--- config.mk ---
export PLATFORM = sky130hd
export DESIGN_NAME = adsr_envelope
export DESIGN_NICKNAME = d
export VERILOG_FILES = /design/src/rtl/adsr_envelope.sv
export SDC_FILE = /design/constraint.sdc
export NUM_CORES = 1
export LEC_CHECK = 0
export ABC_AREA = 1
export CORE_ASPECT_RATIO = 1.75
export CORE_MARGIN = 5
export CORE_UTILIZATION = 60
export DETAILED_ROUTE_END_ITERATION = 10
export PLACE_DENSITY_LB_ADDON = 0.12
export SYNTH_ARGS = -nofsm -noshare
export SYNTH_HDL_FRONTEND = slang
export SYNTH_SLANG_ARGS = --single-unit
export TNS_END_PERCENT = 50
--- constraint.sdc ---
create_clock -name clk -period 10.6 [get_ports clk]
set_input_delay 2.12 -clock clk [delete_from_list [all_inputs] [get_ports clk]]
set_output_delay 2.12 -clock clk [all_outputs]
set_load 0.005 [all_outputs]
--- src/rtl/adsr_envelope.sv ---
// ADSR envelope generator with an optional one-shot AD mode.
// The level moves only on strobe cycles; gate edges are detected against a registered copy of gate.
module adsr_envelope #(
    parameter int W           = 16,
    parameter bit RETRIG_ZERO = 1'b0
) (
    input  logic         clk,
    input  logic         reset_n,
    input  logic         gate,
    input  logic         strobe,
    input  logic         mode,
    input  logic [W-1:0] attack_inc,
    input  logic [W-1:0] decay_inc,
    input  logic [W-1:0] sustain_level,
    input  logic [W-1:0] release_inc,
    output logic [W-1:0] level,
    output logic [2:0]   state,
    output logic         active,
    output logic         eoc
);
    localparam logic [W-1:0] OUT_MAX = {1'b0, {(W-1){1'b1}}};

    typedef enum logic [2:0] {
        IDLE    = 3'd0,
        ATTACK  = 3'd1,
        DECAY   = 3'd2,
        SUSTAIN = 3'd3,
        RELEASE = 3'd4
    } env_state_t;

    env_state_t        cur_state;
    env_state_t        next_state;
    logic [W-1:0]      next_level;
    logic              gate_q;
    logic              mode_q;
    logic              next_mode;
    logic              next_eoc;
    logic              trigger;
    logic              release_ev;
    logic [W-1:0]      sustain_clamped;
    logic [W-1:0]      decay_target;
    logic [W:0]        attack_sum;
    logic signed [W:0] decay_diff;
    logic signed [W:0] release_diff;

    assign trigger    = gate & ~gate_q;
    assign release_ev = ~gate & gate_q;

    // Sums and differences are one bit wider than the level so overshoot is caught before it can wrap.
    assign sustain_clamped = (sustain_level > OUT_MAX) ? OUT_MAX : sustain_level;
    assign decay_target    = mode_q ? '0 : sustain_clamped;
    assign attack_sum      = {1'b0, level} + {1'b0, attack_inc};
    assign decay_diff      = $signed({1'b0, level}) - $signed({1'b0, decay_inc});
    assign release_diff    = $signed({1'b0, level}) - $signed({1'b0, release_inc});

    always_comb begin
        next_state = cur_state;
        next_level = level;
        next_mode  = mode_q;
        next_eoc   = 1'b0;
        if (trigger) begin
            next_state = ATTACK;
            next_mode  = mode;
            if (RETRIG_ZERO) begin
                next_level = '0;
            end
        end else if (release_ev && !mode_q &&
                     (cur_state == ATTACK || cur_state == DECAY || cur_state == SUSTAIN)) begin
            next_state = RELEASE;
        end else if (strobe) begin
            case (cur_state)
                ATTACK: begin
                    if (attack_sum >= {1'b0, OUT_MAX}) begin
                        next_level = OUT_MAX;
                        next_state = DECAY;
                    end else begin
                        next_level = attack_sum[W-1:0];
                    end
                end
                DECAY: begin
                    if (decay_diff <= $signed({1'b0, decay_target})) begin
                        next_level = decay_target;
                        next_state = mode_q ? IDLE : SUSTAIN;
                        next_eoc   = mode_q;
                    end else begin
                        next_level = decay_diff[W-1:0];
                    end
                end
                SUSTAIN: begin
                    next_level = sustain_clamped;
                end
                RELEASE: begin
                    if (release_diff <= $signed({(W+1){1'b0}})) begin
                        next_level = '0;
                        next_state = IDLE;
                        next_eoc   = 1'b1;
                    end else begin
                        next_level = release_diff[W-1:0];
                    end
                end
                default: begin
                    next_state = IDLE;
                    next_level = '0;
                end
            endcase
        end
    end

    // active is registered from next_state so that every output changes on the same edge.
    always_ff @(posedge clk or negedge reset_n) begin
        if (!reset_n) begin
            cur_state <= IDLE;
            level     <= '0;
            gate_q    <= 1'b0;
            mode_q    <= 1'b0;
            eoc       <= 1'b0;
            active    <= 1'b0;
        end else begin
            cur_state <= next_state;
            level     <= next_level;
            gate_q    <= gate;
            mode_q    <= next_mode;
            eoc       <= next_eoc;
            active    <= (next_state != IDLE);
        end
    end

    assign state = cur_state;

endmodule

# After elaboration in Yosys (flattened, before gate mapping)
# Cells that the tools add are included.
# totals
ff_bits	23
output_inout_bits	21
inputBits	69
word_cells	50
# classes
addsub	3
eq_ne	4
reduce_logical	7
magnitude_cmp	4
muxes	20
bitwise	6
# ops
op	n
$mux W16	5
$pmux W16 S4	1
$sub A16 B16 Y17	2
$mux W3	6
$add A16 B16 Y17	1
$ge A17 B15 Y1 const B	1
$le A17 B1 Y1 const B	1
$le A17 B17 Y1	1
$gt A16 B15 Y1 const B	1
$pmux W3 S4	1
$eq A3 B2 Y1 const B	2
$mux W1	5
$not A1 Y1	4
$eq A3 B1 Y1 const B	1
$eq A3 B3 Y1 const B	1
$reduce_and A3 Y1	1
$reduce_bool A3 Y1	1
$and A1 B1 Y1	2
$logic_and A1 B1 Y1	2
$logic_or A1 B1 Y1	2
$mux W2	1
$pmux W1 S2	1
$logic_not A1 Y1	1

# Logic depth before layout (Yosys ltp)
# depth
ltp_word	10
ltp_mapped	31
mapped_depth_nobuf	30

# Least setup slack after synthesis
# No wires, ideal clock.
# synth_path
path_type	input-to-reg
from	input decay_inc[0]
to	register level[8]
setup_ns	0.117
path_buffers	2
arrival_ns	5.099
required_time_ns	10.483
path_stages	28
path_slack_ns	5.384
path_cell_list	ha_1 inv_1 fa_1 a21oi_1 o21bai_2 nand2_1 nand2_1 nand2_1 nand2_1 a21oi_1 xor2_1 inv_1 ha_1 inv_1 nor3_1 nand2_1 nand2_1 nand2_1 nand2_1 nand2_1 nand2_1 nand2_1 buf_6 buf_6 o211ai_1 nand4_1 nand2_1 nand2_1
# synth_via
elab_chain_cells	4
# synth_lines
item	line_no	rtl
start: declaration	13	input logic [W-1:0] decay_inc,
$sub A16 B16 Y17 *	53	assign decay_diff = $signed({1'b0, level}) - $signed({1'b0, decay_inc});
$le A17 B17 Y1	81	if (decay_diff <= $signed({1'b0, decay_target})) begin
$mux W16 *	81	
$pmux W16 S4 *	71	case (cur_state)
end signal: assignment	120	level <= next_level;
end: declaration	16	output logic [W-1:0] level,
# Mark *: on every way between the ends. The rest lies on a longest branch, timed or not.
# A chain may end at the register's enable or synchronous reset.

# Worst setup path after layout
# layout_path
from	input decay_inc[0]
to	register level[11]
# Same word-level chain as after synthesis.

==> metrics.cfg <==
[worst_setup_path]
end_kind = register
cp_slowest_cell = nand2_1
cp.depth = 29
reg2reg_slack_ns = 6.12
arrival_ns = 6.40
required_ns = 10.74
path_class = in -> reg
reg2reg_to = level[11]
path_common_cell = nand2_1
crit_family = simple AND/OR/NAND/NOR gates
crit_fanout = 29
critPathBufInv = 5
cpPeakStageDelay_ns = 0.47
cp-start-kind = input pin
r2r_cells = 29
reg2reg_from = level[0]

[floorplanning]
rows = 44
die_height_um = 132
core_um2 = 8260
start_util_pct = 61.3
dieArea_um2 = 10400
die_x_um = 79.4
ios = 90

[yosys]
synth_area_leaders = nand2_1, ha_1, dfrtp_1
synth_cell_types = 46
synthTopCellsByCount = nand2_1, inv_1, ha_1
synth_compound_area_share_pct = 14.3
muxShareOfSynthArea_pct = 0
yosysWarningCount = 0
syn_avg_cell_area_um2 = 5.84
synth_top_cell_by_area = nand2_1
synth_area_um2 = 5060
synth.most_common_cell = nand2_1
syn_inst = 867
synth_edf_count = 0
synth_flop_cell = dfrtp_1
synth_top_family_by_area = simple AND/OR/NAND/NOR gates
synth-adder-area-share_pct = 17.0
synth_simple_gate_area_share_pct = 40.5
synth_seq_cells = 23
netlist.area_leader.share_pct = 20.5
synth_nets = 1003
synthXorXnorAreaFrac_pct = 3.76
seq_area_frac_synth_pct = 11.4
async_flop_share_pct = 100

[placement]
port-buffer-count = 89
placedCellCount = 1032
gp_congestion = 0.936
hpwlAfterDp_mm = 14.1

[cells_and_area]
fin_cells = 1036
drive_gt1_share_pct = 4.45
regArea_um2 = 576
fillers = 718
synthToLayoutAreaGrowth_pct = 19.6
n_antenna_cell = 0
multiInputGateArea_um2 = 3830
fin_nets = 1081

[routing]
drt_wl_total_mm = 16.2
drcViolationCount = 0
detail-route-antenna-nets = 0
routed_via_density = 5.73
num_vias = 5935
wl_per_cell_um = 15.7
drt-pass1-iter-count = 5
drt_iter0_drc = 261

[clocking]
holdBufCountCts = 0
clock_latency_ns = 0.26
cts.clk_slew.worst_paths_ns = 0.06
clockBufferDepth = 2
cts_tree = yes
numCtsBuffers = 3
htreeDepth = 1
clock_sinks = 23
cts_resized = 0
post-cts-setup-buffers = 0
cts-root-buf = clkbuf_16

[run_status]
status = complete, no violations

[timing]
worstMarginPinSlew_ns = 1.10
finalHoldViolCount = 0
maxSlewViolCount = 0
max_freq_mhz = 160
grt_setup_unrepaired = false
fin_setup_tns_ns = 0
skew_ns = 0.00117
finalCriticalPeriod_ns = 6.25
period_share_pct = 59.0
setup_violations = 0
slew_headroom_pct = 26.4

[grt]
grt_overflow = 0
grt_pass1_vias = 6044
grt_pass1_wl_mm = 26.5
grt_max_degree = 30
antenna_found_initial = 0
track_usage_pct = 31.1

[hold_path]
hold_class = reg -> reg
hold_depth = 2
whs_endpoint = level[0]
hp-start = level[0]

[job]
max-cap-violations = 0

[power]
power_mw = 1.61
vdd_drop_max_mv = 0.151
power.leakage_nw = 3.40
p_per_area_nw_per_um2 = 266

state kept, by name, indices dropped and copies added (netlist names):
register / cells
mode_q: 1
active: 1
state: 3
gate_q: 1
eoc: 1
level: 16
cells in the final DEF, fill, tap and decap left out, drive strengths merged:
| cell | count |
|---|---|
| a21o | 2 |
| o2111ai | 2 |
| buf | 2 |
| clkbuf | 4 |
| dfrtp | 23 |
| o31ai | 1 |
| clkinv | 1 |
| nor4 | 1 |
| nor3 | 13 |
| and2 | 2 |
| o21a | 2 |
| a31oi | 1 |
| conb | 1 |
| or2 | 3 |
| a211oi | 1 |
| o21bai | 4 |
| nand2 | 286 |
| a21oi | 55 |
| nand4 | 25 |
| a21boi | 1 |
| clkdlybuf4s50 | 89 |
| xnor2 | 1 |
| xor2 | 19 |
| nand3 | 69 |
| fa | 3 |
| o21ai | 48 |
| ha | 64 |
| inv | 144 |
| nor2 | 61 |
| o31a | 1 |
| nand3b | 5 |
| o211ai | 10 |
tightest hold or removal path: stages (launching register included):
cell and delay, ns:
dfrtp_1 0.41, nand2_1 0.08, nand2_1 0.06
per-layer routing:
layer  global-route usage, %  part of all wire [%]
met1                    30.6                    36
met2                    59.6                    54
met3                    2.33                   4.1
met4                    19.8                   5.9
met5                       0                     0
logic make-up (layout without fill, tap and decap cells):
logic type / count (synthesis) / count (layout)
other: 1 / 1
buffers and inverters: 163 / 240
AOI/OAI and AO/OA: 128 / 128
and+or+nand+nor: 465 / 465
adders and majority gates: 67 / 67
xor gates and xnor gates: 20 / 20
DFF: 23 / 23
area by class of cell:
type / instances / share of cell area [%]
clock buffer: 4 / 1.30
sequential: 23 / 9.51
tap: 92 / 1.90
inverter: 145 / 8.99
timing repair buffer: 91 / 15.0
multi-input combinational: 681 / 63.3
through the flow:
step	area (um^2)	hold WS, ns	setup WS [ns]	util (%)
after global placement	5980	0.522	4.20	72.4
after global routing	6050	0.617	3.82	73.3
after floorplan	5060	0.517	5.38	-
after detailed placement	5980	0.570	4.10	72.4
after CTS	6050	0.585	4.37	73.3
final	6050	0.586	4.35	73.3
report_power, final:
part           internal [mW]  switching [mW]
clock network         0.0514          0.0311
logic                  0.506           0.835
registers              0.120          0.0671
worst max path at each step:
stage / start / end / slack (ns)
floorplan: decay_inc[0] / level[8] / 5.38
global placement: decay_inc[0] / active / 4.20
detailed placement: decay_inc[0] / level[11] / 4.10
CTS: decay_inc[0] / level[11] / 4.37
global route: decay_inc[0] / state[0] / 3.82
finish: decay_inc[0] / level[11] / 4.35
Note: power is estimated with default switching activity, not from simulation.
